**src/rtl/mips32_prog_loader.sv**
```systemverilog
// Program loader: turns a framed byte stream into instruction memory writes
// and releases the MIPS32 core once the frame checksum verifies.
module mips32_prog_loader #(
   parameter int ADDR_W = 10,
   parameter int DEPTH  = 1024,
   parameter int BASE   = 0
) (
   input  logic              clk,
   input  logic              rst,
   input  logic              start,
   input  logic              in_valid,
   output logic              in_ready,
   input  logic [7:0]        in_data,
   output logic              mem_we,
   output logic [ADDR_W-1:0] mem_addr,
   output logic [31:0]       mem_wdata,
   output logic              core_run,
   output logic              load_done,
   output logic              load_err
);

   typedef enum logic [2:0] {
      S_IDLE, S_HDR0, S_HDR1, S_DATA, S_CKSUM, S_RUN, S_ERR
   } state_t;

   state_t      state, nxt;
   logic [15:0] cnt;
   logic [15:0] idx;
   logic [1:0]  bcnt;
   logic [31:0] sh;
   logic [7:0]  chk;
   logic        acc;
   logic        idle_like;
   logic [16:0] hdr_cnt;
   logic        last_word;

   assign acc       = in_valid & in_ready;
   assign idle_like = (state == S_IDLE) || (state == S_RUN) ||
                      (state == S_ERR);
   assign hdr_cnt   = {1'b0, cnt[15:8], in_data};
   assign last_word = (bcnt == 2'd3) && ((idx + 16'd1) == cnt);

   always_ff @(posedge clk or posedge rst) begin
      if (rst) state <= S_IDLE;
      else     state <= nxt;
   end

   always_comb begin
      nxt = state;
      unique case (state)
         S_IDLE, S_RUN, S_ERR:
            if (start) nxt = S_HDR0;
         S_HDR0:
            if (acc) nxt = S_HDR1;
         S_HDR1:
            if (acc) begin
               if (hdr_cnt > 17'(DEPTH - BASE)) nxt = S_ERR;
               else if (hdr_cnt == 17'd0)       nxt = S_CKSUM;
               else                             nxt = S_DATA;
            end
         S_DATA:
            if (acc && last_word) nxt = S_CKSUM;
         S_CKSUM:
            if (acc) nxt = (in_data == chk) ? S_RUN : S_ERR;
         default:
            nxt = S_IDLE;
      endcase
   end

   // handshake side is a pure function of state
   always_comb begin
      in_ready = 1'b0;
      core_run = 1'b0;
      load_err = 1'b0;
      unique case (state)
         S_HDR0, S_HDR1, S_DATA, S_CKSUM: in_ready = 1'b1;
         S_RUN:                           core_run = 1'b1;
         S_ERR:                           load_err = 1'b1;
         default:                         ;
      endcase
   end

   always_ff @(posedge clk or posedge rst) begin
      if (rst) begin
         cnt       <= '0;
         idx       <= '0;
         bcnt      <= '0;
         sh        <= '0;
         chk       <= '0;
         mem_we    <= 1'b0;
         mem_addr  <= '0;
         mem_wdata <= '0;
         load_done <= 1'b0;
      end else begin
         mem_we    <= 1'b0;
         load_done <= 1'b0;
         if (idle_like && start) begin
            chk  <= '0;
            idx  <= '0;
            bcnt <= '0;
            sh   <= '0;
         end
         if (acc) begin
            unique case (state)
               S_HDR0: begin
                  cnt[15:8] <= in_data;
                  chk       <= chk ^ in_data;
               end
               S_HDR1: begin
                  cnt[7:0] <= in_data;
                  chk      <= chk ^ in_data;
               end
               S_DATA: begin
                  chk  <= chk ^ in_data;
                  sh   <= {sh[23:0], in_data};
                  bcnt <= bcnt + 2'd1;
                  if (bcnt == 2'd3) begin
                     mem_we    <= 1'b1;
                     mem_addr  <= ADDR_W'(BASE) + idx[ADDR_W-1:0];
                     mem_wdata <= {sh[23:0], in_data};
                     idx       <= idx + 16'd1;
                  end
               end
               S_CKSUM:
                  if (in_data == chk) load_done <= 1'b1;
               default: ;
            endcase
         end
      end
   end

endmodule

```
**config.mk**
```make
export PLATFORM = sky130hd
export DESIGN_NAME = mips32_prog_loader
export DESIGN_NICKNAME = d
export VERILOG_FILES = /design/src/rtl/mips32_prog_loader.sv
export SDC_FILE = /design/constraint.sdc
export NUM_CORES = 1
export LEC_CHECK = 0
export ABC_CLOCK_PERIOD_IN_PS = 4019
export CORE_ASPECT_RATIO = 1.5
export CORE_UTILIZATION = 30
export DETAILED_ROUTE_END_ITERATION = 12
export GPL_TIMING_DRIVEN = 0
export SLEW_MARGIN = 20
export SYNTH_ARGS = -nofsm -noshare
export SYNTH_HDL_FRONTEND = slang
export SYNTH_SLANG_ARGS = --single-unit
export TNS_END_PERCENT = 1
```
**constraint.sdc**
```tcl
create_clock -name clk -period 4.02 [get_ports clk]
set_input_delay 0.804 -clock clk [delete_from_list [all_inputs] [get_ports clk]]
set_output_delay 0.804 -clock clk [all_outputs]
set_load 0.02 [all_outputs]
```
# == Word level (Yosys, flattened, before mapping) ==
# Index checks and enable logic that the tools add are counted.
# totals
ff_bits,121
output_inout_bits,47
input_bits,12
wordCells,75
# classes
n_reduce_logical,14
n_eq_ne,14
bitwise,2
mux,31
magnitude_cmp,1
add_sub_neg,2
# op_table
operator,count
$mux W32,3
$mux W16,4
$mux W8,3
$mux W3,7
$logic_not A17 Y1,1
$add A16 B1 Y16 const B,1
$eq A16 B16 Y1,1
$gt A16 B11 Y1 const B,1
$pmux W3 S5,1
$ne A2 B2 Y1 const B,5
$eq A3 B3 Y1 const B,3
$mux W1,9
$eq A8 B8 Y1,1
$mux W2,4
$xor A8 B8 Y8,1
$eq A3 B2 Y1 const B,2
$reduce_or A3 Y1,2
$reduce_and A5 Y1,1
$reduce_and A2 Y1,2
$reduce_or A4 Y1,1
$eq A3 B1 Y1 const B,1
$logic_and A1 B1 Y1,3
$logic_not A3 Y1,1
$reduce_and A3 Y1,1
4 further kinds,5

# == Longest topological paths before layout ==
# depth
word_depth,8
depth_mapped,8
mapped_depth_nobuf,7

# == Worst setup path before layout ==
# Ideal clock, no wire load.
# synth_path
path_kind,flip-flop to flip-flop
startpoint,register idx[0]
endpoint,register state[1]
path_stages_with_launch,8
arrival_ps,2184
slack_ps,1694
required_time_ps,3878
synth_period_minus_slack_ps,2326
cell_sequence,dfrtp_1 -> ha_1 -> and3_1 -> and3_1 -> or3_1 -> a211o_1 -> nor4_2 -> o221ai_1
# synth_between
elab_chain_len,6
# synth_lines
element,line_no,source
start: declaration,28,logic [15:0] idx;
start signal: assignment,121,idx <= idx + 16'd1;
$add A16 B1 Y16,41,assign last_word = (bcnt == 2'd3) && ((idx + 16'd1) == cnt);
$eq A16 B16 Y1,41,
$logic_and A1 B1 Y1,41,
$logic_and A1 B1 Y1,62,if (acc && last_word) nxt = S_CKSUM;
$ne A2 B2 Y1 (no line),-,
$reduce_and A5 Y1 (no line),-,
end signal: assignment,45,else state <= nxt;
end: declaration,26,"state_t state, nxt;"
# No other way between the ends.
# A chain may end at the register's enable or synchronous reset.

# == Worst setup path in the final report ==
# layout_path
startpoint,input in_valid
endpoint,register state[1]
# layout_between
elab_chain_len,4
word_cells_on_any_way,7
# layout_lines
element,line_no,source
start: declaration,11,"input logic in_valid,"
$and A1 B1 Y1 *,37,assign acc = in_valid & in_ready;
$logic_and A1 B1 Y1,62,
$ne A2 B2 Y1 (no line),-,
$reduce_and A5 Y1 (no line) *,-,
# Mark *: on every way between the ends. The rest lies on a longest branch, timed or not.

==> results_tabular.tex <==
\begin{tabular}{lr}
\hline
Metric & Value \\
\hline
\multicolumn{2}{l}{\textbf{Floorplanning}} \\
\quad Initial standard-cell utilization of the core & 30.6\% \\
\quad Full die area & 18200 µm² \\
\quad I/O Pins & 59 \\
\quad Die X-Extent & 111 µm \\
\quad Core Box Area & 17300 µm² \\
\quad Number of placement rows & 59 \\
\quad Height of the die & 165 µm \\
\multicolumn{2}{l}{\textbf{Worst setup path}} \\
\quad Startpoint type of the worst setup path & primary input \\
\quad CP Data Required Time & 4.28 ns \\
\quad Category of the most critical setup path & primary input to flop \\
\quad Kind of end point of the critical path & flop \\
\quad Maximum net fanout on the critical path & 6 \\
\quad Arrival time reported for the critical path endpoint & 3.14 ns \\
\multicolumn{2}{l}{\textbf{Synth}} \\
\quad Number of distinct standard cells referenced by the synthesized netlist & 51 \\
\quad Total standard cell area after synthesis & 5300 µm² \\
\quad Number of warning messages in the yosys log & 0 \\
\quad Cell types occupying the most area after synthesis & sky130\_fd\_sc\_hd\_\_dfrtp\_1 (53\%), sky130\_fd\_sc\_hd\_\_mux2\_2 (7.4\%), sky130\_fd\_sc\_hd\_\_nand2\_1 (6.2\%) \\
\quad Top-area cell type share of the netlist area & 53.3\% \\
\quad Post-Syn Nets & 514 \\
\quad Mean cell area of the mapped netlist & 10.6 µm² \\
\quad Post-synth EDFFs & 0 \\
\quad Part of the Yosys area used for sequential elements & 53.3\% \\
\quad Most frequently used cell type in the post-synthesis netlist & sky130\_fd\_sc\_hd\_\_dfrtp\_1 \\
\quad Most common library cells after synthesis & sky130\_fd\_sc\_hd\_\_dfrtp\_1 (113), sky130\_fd\_sc\_hd\_\_nand2\_1 (88), sky130\_fd\_sc\_hd\_\_mux2\_2 (35) \\
\quad Cell taking the most area after synthesis & sky130\_fd\_sc\_hd\_\_dfrtp\_1 \\
\quad Number of synthesized register bits & 113 \\
\quad Top flip-flop cell by instance count after synthesis & sky130\_fd\_sc\_hd\_\_dfrtp\_1 \\
\quad Fraction of synthesis flops using an asynchronous set or reset pin & 100\% \\
\quad Count of mapped cells out of synthesis & 500 \\
\multicolumn{2}{l}{\textbf{Timing}} \\
\quad \# setup viols final & 0 \\
\quad Maximum clock frequency & 0.346 GHz \\
\quad Clock period minus final worst setup slack & 2.89 ns \\
\quad Final-report max-slew violation count & 0 \\
\quad Worst Tran Pin Value & 0.710 ns \\
\quad Crit share post-route & 71.8\% \\
\quad Relative slew margins & 52.6\% \\
\quad Unrepaired setup endpoints after global routing & false \\
\quad Max Clock Skew & 0.00686 ns \\
\quad Final Hold Vio Count & 0 \\
\multicolumn{2}{l}{\textbf{Drt}} \\
\quad DRC violations left & 0 \\
\quad Vias per Instance & 5.00 \\
\quad Total routed wirelength & 13000 µm \\
\quad Antenna Violating Nets Remaining & 0 \\
\quad Number of violations reported at the end of detailed-routing iteration 0 & 210 \\
\quad Drt wl/cell & 16.3 µm \\
\quad Total via count in the routed design & 3983 \\
\quad 1st-pass router iterations & 4 \\
\multicolumn{2}{l}{\textbf{GRT}} \\
\quad Global-route wire length before repair & 21200 µm \\
\quad Number of antenna violations at the first check in global routing & 0 \\
\quad Maximum number of pins on one net before global-route repair & 75 \\
\quad Number of global-route vias before repair & 3949 \\
\quad Total routing usage reported by global routing & 14.9\% \\
\quad Congestion Overflow GR & 0 \\
\multicolumn{2}{l}{\textbf{Pwr}} \\
\quad Total Power Consumption & 4.49 mW \\
\quad Total power per unit cell area & 665 nW/µm² \\
\quad Worst vdd ir & 312 µV \\
\quad Static Leak & 3.11 nW \\
\multicolumn{2}{l}{\textbf{Placed design}} \\
\quad Number of placed cells counting well taps & 764 \\
\quad Routability congestion estimate & 0.879 \\
\quad Post-DP HPWL & 9320 µm \\
\quad Number of buffers inserted by port buffering & 50 \\
\multicolumn{2}{l}{\textbf{Clock network}} \\
\quad Post-cts sizing count & 0 \\
\quad Clock Pin Slew Worst Setup and Hold Paths & 0.06 ns \\
\quad Hold buffers post-CTS & 0 \\
\quad Clock root buffer master & sky130\_fd\_sc\_hd\_\_clkbuf\_16 \\
\quad Number of setup buffers added after CTS & 0 \\
\quad Number of buffers on the longest clock path & 2 \\
\quad Clock Sink Count & 113 \\
\quad Clock insertion delay at the later pin of the skew report & 0.41 ns \\
\quad TritonCTS clock tree & yes \\
\quad Clock buffers created by TritonCTS & 17 \\
\quad H-tree depth & 4 \\
\multicolumn{2}{l}{\textbf{Cells and area}} \\
\quad Final core area utilization & 38.9\% \\
\quad Share of final-layout standard cells stronger than drive strength 1 & 14.8\% \\
\quad Diodes inserted & 0 \\
\quad Post-Layout Cell Count & 796 \\
\quad Number of inserted filler cells in the final layout & 1656 \\
\quad Area overhead of the layout relative to synthesis & 27.2\% \\
\quad Total number of nets in the final design & 584 \\
\multicolumn{2}{l}{\textbf{Status}} \\
\quad Result of the run & completed \\
\multicolumn{2}{l}{\textbf{Job}} \\
\quad Max Cap Viol & 0 \\
\multicolumn{2}{l}{\textbf{Min path}} \\
\quad Type of the worst min-delay path & flop to flop \\
\hline
\end{tabular}
per-layer routing:
layer	wire length (µm)	vias up	GRT usage (%)	part of all wire [%]
met5	0	-	0	0
met4	151	0	4.91	1.2
met3	418	15	3.67	3.2
met2	6970	78	26.8	54
met1	5470	1985	17.3	42
li1	-	1905	-	-
metrics by stage:
stage | instance area [µm²] | setup slack [ns] | hold WS, ns | setup TNS [ns]
2_1_floorplan | 5300 | 0.229 | 0.440 | 0
3_3_place_gp | 6070 | -1.36 | 0.466 | -151.95
3_5_place_dp | 6100 | 0.702 | 0.462 | 0
4_1_cts | 6750 | 1.10 | 0.474 | 0
5_1_grt | 6750 | 1.00 | 0.501 | 0
6_report | 6750 | 1.13 | 0.477 | 0
layout make-up:
cell class                      instances  area, µm²  area share, %
Buffer                                 35        155           2.30
Clock buffer                           17        425           6.31
Clock inverter                         15        219           3.25
Inverter                                7       31.3          0.464
Multi-Input combinational cell        345       2290           34.0
Sequential cell                       113       2830           41.9
Tap cell                              213        267           3.95
Timing Repair Buffer                   51        528           7.83
cell families (layout without fill, tap and decap cells):
family / count (synthesis) / after routing / synth area share, %
AOI/OAI and AO/OA: 97 / 97 / 12.6
DFF: 113 / 113 / 53.3
xor gates and xnor gates: 34 / 34 / 5.62
muxes: 37 / 37 / 7.81
buffers and inverters: 42 / 125 / 3.42
and+or+nand+nor: 175 / 175 / 16.7
adders and majority gates: 2 / 2 / 0.472
state kept, by name, summed over array words and instances, names as in the netlist:
register	count
mem_wdata	32
sh	24
cnt	16
idx	16
mem_addr	10
chk	8
state	3
bcnt	2
load_done	1
mem_we	1
where the power goes:
| part | switching (mW) | leakage [nW] | total (mW) | internal, mW |
|---|---|---|---|---|
| registers | 0.245 | 1.52 | 1.66 | 1.42 |
| logic | 0.619 | 1.27 | 1.19 | 0.568 |
| clock network | 0.582 | 0.317 | 1.64 | 1.06 |
layout by cell type, fill, tap and decap left out, types with 5 or more instances in the layout:
master / count
sky130_fd_sc_hd__dfrtp_1: 113
sky130_fd_sc_hd__nand4_1: 5
sky130_fd_sc_hd__xor2_1: 20
sky130_fd_sc_hd__nor2b_1: 13
sky130_fd_sc_hd__a22o_1: 34
sky130_fd_sc_hd__nor3_1: 5
sky130_fd_sc_hd__clkdlybuf4s50_1: 50
sky130_fd_sc_hd__nand2_1: 88
sky130_fd_sc_hd__nor2_1: 20
sky130_fd_sc_hd__clkbuf_16: 17
sky130_fd_sc_hd__clkbuf_1: 25
sky130_fd_sc_hd__and3_1: 6
sky130_fd_sc_hd__mux2_2: 35
sky130_fd_sc_hd__nand3_1: 9
sky130_fd_sc_hd__nor4_1: 5
sky130_fd_sc_hd__inv_1: 6
sky130_fd_sc_hd__xnor2_1: 14
sky130_fd_sc_hd__o21ai_0: 32
sky130_fd_sc_hd__inv_6: 9
sky130_fd_sc_hd__a21oi_1: 10
worst max-delay path, cell delays in order:
cell                              delay (ns)
sky130_fd_sc_hd__clkdlybuf4s50_1        0.62
sky130_fd_sc_hd__nand2b_1               0.14
sky130_fd_sc_hd__a32o_1                 0.36
sky130_fd_sc_hd__nor4b_1                0.40
sky130_fd_sc_hd__nand4_1                0.19
sky130_fd_sc_hd__nor4_2                 0.44
sky130_fd_sc_hd__o221ai_1               0.19
worst paths after layout:
path,start,to,slack (ns),cells after the start
min in group asynchronous,rst,idx[13],0.77,2
max,in_valid,state[1],1.13,7
max in group asynchronous,rst,mem_wdata[5],2.56,3
max reg2reg,idx[0],state[1],1.23,7
min,mem_wdata[18],mem_wdata[18],0.48,2
min reg2reg,mem_wdata[18],mem_wdata[18],0.48,2
Power figures use the tool's default switching activity.
